`config.mk`:
```
export PLATFORM = sky130hd
export DESIGN_NAME = timer_arbiter
export DESIGN_NICKNAME = d
export VERILOG_FILES = /design/src/rtl/timer_arbiter.sv
export SDC_FILE = /design/constraint.sdc
export NUM_CORES = 1
export LEC_CHECK = 0
export ABC_AREA = 1
export ABC_CLOCK_PERIOD_IN_PS = 1500
export CAP_MARGIN = 0
export CELL_PAD_IN_SITES_DETAIL_PLACEMENT = 0
export CELL_PAD_IN_SITES_GLOBAL_PLACEMENT = 1
export CORE_MARGIN = 5
export CORE_UTILIZATION = 35
export DETAILED_ROUTE_END_ITERATION = 7
export PLACE_DENSITY_LB_ADDON = 0.1
export SETUP_SLACK_MARGIN = 0.05
export SLEW_MARGIN = 10
export SYNTH_ARGS = -nofsm -noshare
export SYNTH_HDL_FRONTEND = slang
export SYNTH_SLANG_ARGS = --single-unit
export TNS_END_PERCENT = 5
```
`constraint.sdc`:
```
create_clock -name globalClk -period 1.5 [get_ports globalClk]
set_input_delay 0.225 -clock globalClk [delete_from_list [all_inputs] [get_ports globalClk]]
set_output_delay 0.225 -clock globalClk [all_outputs]
set_load 0.01 [all_outputs]
```
`src/rtl/timer_arbiter.sv`:
```
// Two-port arbiter for the shared timeParameter/timer pair: grants one owner, loads its
// interval code, pulses the timer start and returns expiry (or watchdog timeout) as done.
module timer_arbiter #(
    parameter int unsigned LOAD_CYCLES = 1,
    parameter int unsigned WD_LIMIT    = 20,
    parameter int unsigned WD_WIDTH    = 5
) (
    input  logic       globalClk,
    input  logic       globalReset,
    input  logic       dividerClk,
    input  logic       reprogram,
    input  logic       req0,
    input  logic [1:0] sel0,
    input  logic       req1,
    input  logic [1:0] sel1,
    input  logic       expiredSig,
    output logic [1:0] intervalSel,
    output logic       beginTimer,
    output logic       gnt0,
    output logic       gnt1,
    output logic       done0,
    output logic       done1,
    output logic       timeout,
    output logic       busy
);

    localparam logic [2:0] StIdle  = 3'd0;
    localparam logic [2:0] StLoad  = 3'd1;
    localparam logic [2:0] StStart = 3'd2;
    localparam logic [2:0] StRun   = 3'd3;
    localparam logic [2:0] StDone  = 3'd4;

    localparam logic [2:0]          LoadLast = 3'(LOAD_CYCLES - 1);
    localparam logic [WD_WIDTH-1:0] WdLast   = WD_WIDTH'(WD_LIMIT - 1);

    logic [2:0]          state_q, state_d;
    logic                last_gnt_q, last_gnt_d;
    logic [2:0]          load_cnt_q, load_cnt_d;
    logic [WD_WIDTH-1:0] wd_q, wd_d;
    logic [1:0]          sel_q, sel_d;
    logic                begin_q, begin_d;
    logic                gnt0_q, gnt0_d;
    logic                gnt1_q, gnt1_d;
    logic                done0_q, done0_d;
    logic                done1_q, done1_d;
    logic                timeout_q, timeout_d;
    logic                busy_q, busy_d;
    logic                win;

    always_comb begin
        state_d    = state_q;
        last_gnt_d = last_gnt_q;
        load_cnt_d = load_cnt_q;
        wd_d       = wd_q;
        sel_d      = sel_q;
        gnt0_d     = gnt0_q;
        gnt1_d     = gnt1_q;
        busy_d     = busy_q;
        begin_d    = 1'b0;
        done0_d    = 1'b0;
        done1_d    = 1'b0;
        timeout_d  = 1'b0;
        win        = 1'b0;

        case (state_q)
            StIdle: begin
                if (!reprogram && (req0 || req1)) begin
                    // On a tie, the port that did not finish last wins.
                    win        = (req0 && req1) ? ~last_gnt_q : req1;
                    gnt0_d     = ~win;
                    gnt1_d     = win;
                    sel_d      = win ? sel1 : sel0;
                    busy_d     = 1'b1;
                    load_cnt_d = 3'd0;
                    state_d    = StLoad;
                end
            end
            StLoad: begin
                if (load_cnt_q == LoadLast) begin
                    state_d = StStart;
                    begin_d = 1'b1;
                end else begin
                    load_cnt_d = load_cnt_q + 3'd1;
                end
            end
            StStart: begin
                wd_d    = '0;
                state_d = StRun;
            end
            StRun: begin
                if (expiredSig) begin
                    state_d = StDone;
                    done0_d = gnt0_q;
                    done1_d = gnt1_q;
                end else if (dividerClk && (wd_q == WdLast)) begin
                    state_d   = StDone;
                    done0_d   = gnt0_q;
                    done1_d   = gnt1_q;
                    timeout_d = 1'b1;
                end else if (dividerClk) begin
                    wd_d = wd_q + WD_WIDTH'(1);
                end
            end
            StDone: begin
                last_gnt_d = gnt1_q;
                gnt0_d     = 1'b0;
                gnt1_d     = 1'b0;
                busy_d     = 1'b0;
                state_d    = StIdle;
            end
            default: begin
                gnt0_d  = 1'b0;
                gnt1_d  = 1'b0;
                busy_d  = 1'b0;
                state_d = StIdle;
            end
        endcase

        // Abort drops the grant silently; intervalSel and lastGnt are left as they were.
        if (reprogram && (state_q == StLoad || state_q == StStart || state_q == StRun)) begin
            state_d   = StIdle;
            gnt0_d    = 1'b0;
            gnt1_d    = 1'b0;
            busy_d    = 1'b0;
            begin_d   = 1'b0;
            done0_d   = 1'b0;
            done1_d   = 1'b0;
            timeout_d = 1'b0;
        end
    end

    always_ff @(posedge globalClk) begin
        if (globalReset) begin
            state_q    <= StIdle;
            last_gnt_q <= 1'b1;
            load_cnt_q <= 3'd0;
            wd_q       <= '0;
            sel_q      <= 2'b00;
            begin_q    <= 1'b0;
            gnt0_q     <= 1'b0;
            gnt1_q     <= 1'b0;
            done0_q    <= 1'b0;
            done1_q    <= 1'b0;
            timeout_q  <= 1'b0;
            busy_q     <= 1'b0;
        end else begin
            state_q    <= state_d;
            last_gnt_q <= last_gnt_d;
            load_cnt_q <= load_cnt_d;
            wd_q       <= wd_d;
            sel_q      <= sel_d;
            begin_q    <= begin_d;
            gnt0_q     <= gnt0_d;
            gnt1_q     <= gnt1_d;
            done0_q    <= done0_d;
            done1_q    <= done1_d;
            timeout_q  <= timeout_d;
            busy_q     <= busy_d;
        end
    end

    assign intervalSel = sel_q;
    assign beginTimer  = begin_q;
    assign gnt0        = gnt0_q;
    assign gnt1        = gnt1_q;
    assign done0       = done0_q;
    assign done1       = done1_q;
    assign timeout     = timeout_q;
    assign busy        = busy_q;

endmodule

```
# --- Yosys cells after proc, flatten, opt, wreduce, memory -nomap -nowiden ---
# Cells that the tools add are included.
op_classes:
  n_addsub: 2
  eq_ne: 12
  muxes: 26
  bitwise_logic: 5
  reduce_logical: 22
op_table:
  columns: ["cell", "count"]
  rows:
  - ["3-bit 2-to-1 mux", 6]
  - ["5-bit 2-to-1 mux", 3]
  - ["2-bit inequality test, second input constant", 6]
  - ["3-bit case mux with 4 select lines", 1]
  - ["1-bit 2-to-1 mux", 10]
  - ["5-bit case mux with 2 select lines", 1]
  - ["3-bit OR reduction", 3]
  - ["3-bit by 2-bit equality test with 1-bit output, second input constant", 2]
  - ["3-bit logical NOT", 2]
  - ["1-bit case mux with 2 select lines", 3]
  - ["3-bit case mux with 2 select lines", 1]
  - ["3-bit AND reduction", 2]
  - ["5-bit by 1-bit adder with 5-bit output, second input constant", 1]
  - ["5-bit equality test, second input constant", 1]
  - ["1-bit inverter", 5]
  - ["1-bit logical AND", 4]
  - ["2-bit AND reduction", 2]
  - ["4-bit AND reduction", 1]
  - ["2-bit nonzero test", 2]
  - ["4-bit OR reduction", 1]
  - ["3-bit by 1-bit adder with 3-bit output, second input constant", 1]
  - ["3-bit by 1-bit equality test with 1-bit output, second input constant", 1]
  - ["3-bit equality test, second input constant", 1]
  - ["1-bit logical OR", 3]
  - ["other kinds (4)", 4]
word_totals:
  register_bits: 21
  inputBits: 11
  wordCells: 79

# --- Logic depth before layout (Yosys ltp) ---
depth:
  word_depth: 5
  ltp_mapped: 10
  depth_no_buf: 10

# --- Worst setup path after synthesis ---
# No wires, ideal clock.
synth_timing:
  path_kind: "register to register"
  startpoint: "reg load_cnt_q[0]"
  endpoint: "reg load_cnt_q[1]"
  setup_time_ns: 0.115
  arrival_ns: 1.126
  setup_slack_ns: 0.260
  path_stages_with_launch: 11
  n_path_buf: 0
  period_less_slack_ns: 1.240
  path_cell_list: "dfxtp_1 -> inv_1 -> ha_1 -> inv_1 -> nor2_1 -> nor2_2 -> inv_2 -> nand2_2 -> inv_2 -> a21oi_1 -> nor2_1"
synth_via:
  elab_chain_len: 3
  word_cells_on_any_way: 6
  cone_classes: "1 x add/sub; 1 x eq/ne; 2 x mux; 2 x reduce/logical"
synth_lines:
  columns: ["item", "line", "rtl"]
  rows:
  - ["start: declaration", "38", "logic [2:0] load_cnt_q, load_cnt_d;"]
  - ["start signal: assignment", "149", "load_cnt_q <= load_cnt_d;"]
  - ["3-bit by 1-bit adder with 3-bit output or 3-bit logical NOT (tied branches)", "83, 79", null]
  - ["3-bit 2-to-1 mux or 2-bit inequality test (tied branches)", null, null]
  - ["3-bit case mux with 2 select lines or 3-bit AND reduction (tied branches)", null, null]
# Several ways; a longest one is shown, not always the timed one. The select of a mux whose other input is x is not followed.
# A chain may end at the register's enable or synchronous reset.

# --- Worst setup path after layout ---
layout_timing:
  startpoint: "reg begin_q, in the netlist beginTimer"
  endpoint: "out beginTimer"
layout_rtl:
  columns: ["item", "line", "rtl"]
  rows:
  - ["start: declaration", "41", "logic begin_q, begin_d;"]
  - ["start signal: assignment", "152", "begin_q <= begin_d;"]
  - ["end: declaration", "18", "output logic beginTimer,"]
# No word-level cell between the ends.

==> metrics.csv <==
metric,value,unit
critPathBufInv,1,
yosys_register_bits,21,
dpl_cell_area,0.00135,mm²
status,"complete, no violations",
rsz0062_at_grt,false,
io_buffers,19,
cts_root_buf,clkbuf_4,
drive_above_1_share,0.187,
grt_max_degree,12,
synth_area,0.00106,mm²
min_from,intervalSel[0]$_SDFFE_PP0P_,
slew_viol_final,0,
synth_top_flop_cell,dfxtp_1,
grt_use_met1,0.168,
yosys_warnings,0,
setup_viol,0,
synth_nets,168,
pwr_density_cell,1080,mW/mm²
ctsHtreeMaxLevel,1,
core,0.00298,mm²
grt_pass1_wl,4310,µm
critPathSlowestCell,clkdlybuf4s50_1,
pin_count,20,
clock.fmax,718,MHz
dieArea,0.00422,mm²
synth_edf_count,0,
p_leak,0.687,nW
crit_arrival,1.17,ns
crit_family,buffers and inverters,
clk_pin_slew,0.12,ns
total_power,0.00153,W
period_share,0.929,
skew,0.00205,ns
endpoint_kind,primary output,
hold_buffers,0,
antenna_found_initial,0,
placed_cells,214,
worst_hold_slack,0.459,ns
clk-insertion-delay-late,0.30,ns
grt_pass1_vias,1027,
fin_crit,1.39,ns
wl_per_cell,11.3,µm
cts.sinks,21,
rows,20,
cts_tree,built,
grt_util_all_layers,0.128,
clk_path_buf_depth,2,
required,1.27,ns
hold_viol_final,0,
final_common_cell,nand2_1,
ir_drop,0.564,mV
use_met2,0.211,
gp_congestion,0.798,
grtUsageMet3,0.0243,
fin_area,0.00141,mm²
postSynthCellCount,154,
drc_errors,0,
avgViaCountPerCell,4.84,
wirelength,2480,µm
fillers,310,
reg2reg_from,load_cnt_q[0]$_SDFFE_PP0P_,
numCtsBuffers,3,
drt-pass1-iter-count,4,
worstSetupPathType,register to primary output,
cp_max_fo,1,
max_stage_delay,0.53,ns
critical_path.startpoint_type,register,
yosysUniqueCellTypes,23,
initial_utilization,0.355,
vias,1064,
hpwl,1950,µm
final_nets,202,
synth_area_per_cell,6.87,µm²
maxCapViolations,0,
worst_pin_slew,0.286,ns
seq_area_frac_synth,0.398,
syn2layout_area_growth,33.3,%
crit_path_cell_trace,clkdlybuf4s50_1,
instances_no_fill,220,
ant_nets,0,
slew_headroom,0.809,
num_antenna_cells,0,
synthArstFlopShare,0,
crit_path_start,beginTimer$_SDFF_PP0_,
die_w,65.0,µm
grt_overflow_total,0,
drt_iter0_markers,53,
final_cell_mix,"nand2_1 (37), nand3_1 (18), dfxtp_1 (17)",
fp.dieH,65.0,µm
grt.busiest_layer,met2,
worst_hold_path_type,register to register,
-- sequential cells by signal (all words and copies together), names as in the netlist, 2 cells and up --
signal and flops:
wd_q 5, load_cnt_q 3, state_q 3, intervalSel 2
-- per-stage QoR --
stage,util,setup TNS (ns),setup slack (ns)
6_report,0.473,0,0.106
5_1_grt,0.473,0,0.0384
4_1_cts,0.461,0,0.0357
3_5_place_dp,0.453,-0.0119,-0.0119
3_3_place_gp,0.453,0,0.0497
2_1_floorplan,-,0,0.260
-- tightest hold or removal path: cells and delay by family, from the launching register on --
family           cells  cell delay, ns
flip-flops           1            0.32
AND/OR/NAND/NOR      1            0.05
AO/OA/AOI/OAI        1            0.05
-- layer usage --
metal | share of wire | vias to the layer above
met5 | 0 | -
met2 | 0.46 | 16
li1 | - | 567
met3 | 0.040 | 2
met4 | 0.0052 | 0
met1 | 0.49 | 479
-- layout make-up --
cell class,count,area (µm²),area share
clock buffer,4,26.3,0.0187
multi-input combinational,111,557,0.395
tap,33,41.3,0.0293
sequential,21,425,0.302
inverter,22,85.1,0.0604
timing repair buffer,29,274,0.194
-- Yosys cell counts, types with 2 or more instances --
| cell type | n | area share |
|---|---|---|
| a21oi_1 | 13 | 0.062 |
| dfxtp_1 | 21 | 0.40 |
| ha_1 | 3 | 0.036 |
| inv_1 | 16 | 0.057 |
| inv_2 | 6 | 0.021 |
| nand2_1 | 37 | 0.13 |
| nand2_2 | 4 | 0.024 |
| nand3_1 | 18 | 0.085 |
| nor2_1 | 17 | 0.060 |
| nor2_2 | 2 | 0.012 |
| nor3_1 | 4 | 0.019 |
| o21bai_1 | 2 | 0.014 |
-- cell families (layout without fill, tap and decap cells) --
| logic type | Yosys count | after routing | synth area share |
|---|---|---|---|
| AND/OR/NAND/NOR | 89 | 89 | 0.387 |
| buffers and inverters | 22 | 55 | 0.0781 |
| flip-flops | 21 | 21 | 0.398 |
| AO/OA/AOI/OAI | 19 | 19 | 0.102 |
| adder cells (fa/ha/maj) | 3 | 3 | 0.0355 |
-- worst paths after layout --
path	end	slack (ns)	cells after the start
setup / recovery	beginTimer	0.11	1
hold / removal	intervalSel[0]$_SDFFE_PP0P_	0.46	2
setup reg to reg	state_q[0]$_SDFFE_PP0P_	0.14	10
hold reg to reg	intervalSel[0]$_SDFFE_PP0P_	0.46	2
-- timing repair --
item | in CTS | in global routing
endpoints found under the setup margin | 2 | 10
pin swaps | 0 | 1
hold endpoints to repair | 0 | 0
buffers inserted | 0 | 2
gates resized for setup | 1 | 10
-- where the power goes --
group          switching, W  internal (W)  total [W]
Combinational      0.000314      0.000242   0.000557
Sequential        0.0000620      0.000634   0.000696
Clock              0.000172      0.000104   0.000275
No activity file was read; power rests on OpenSTA's default activity.
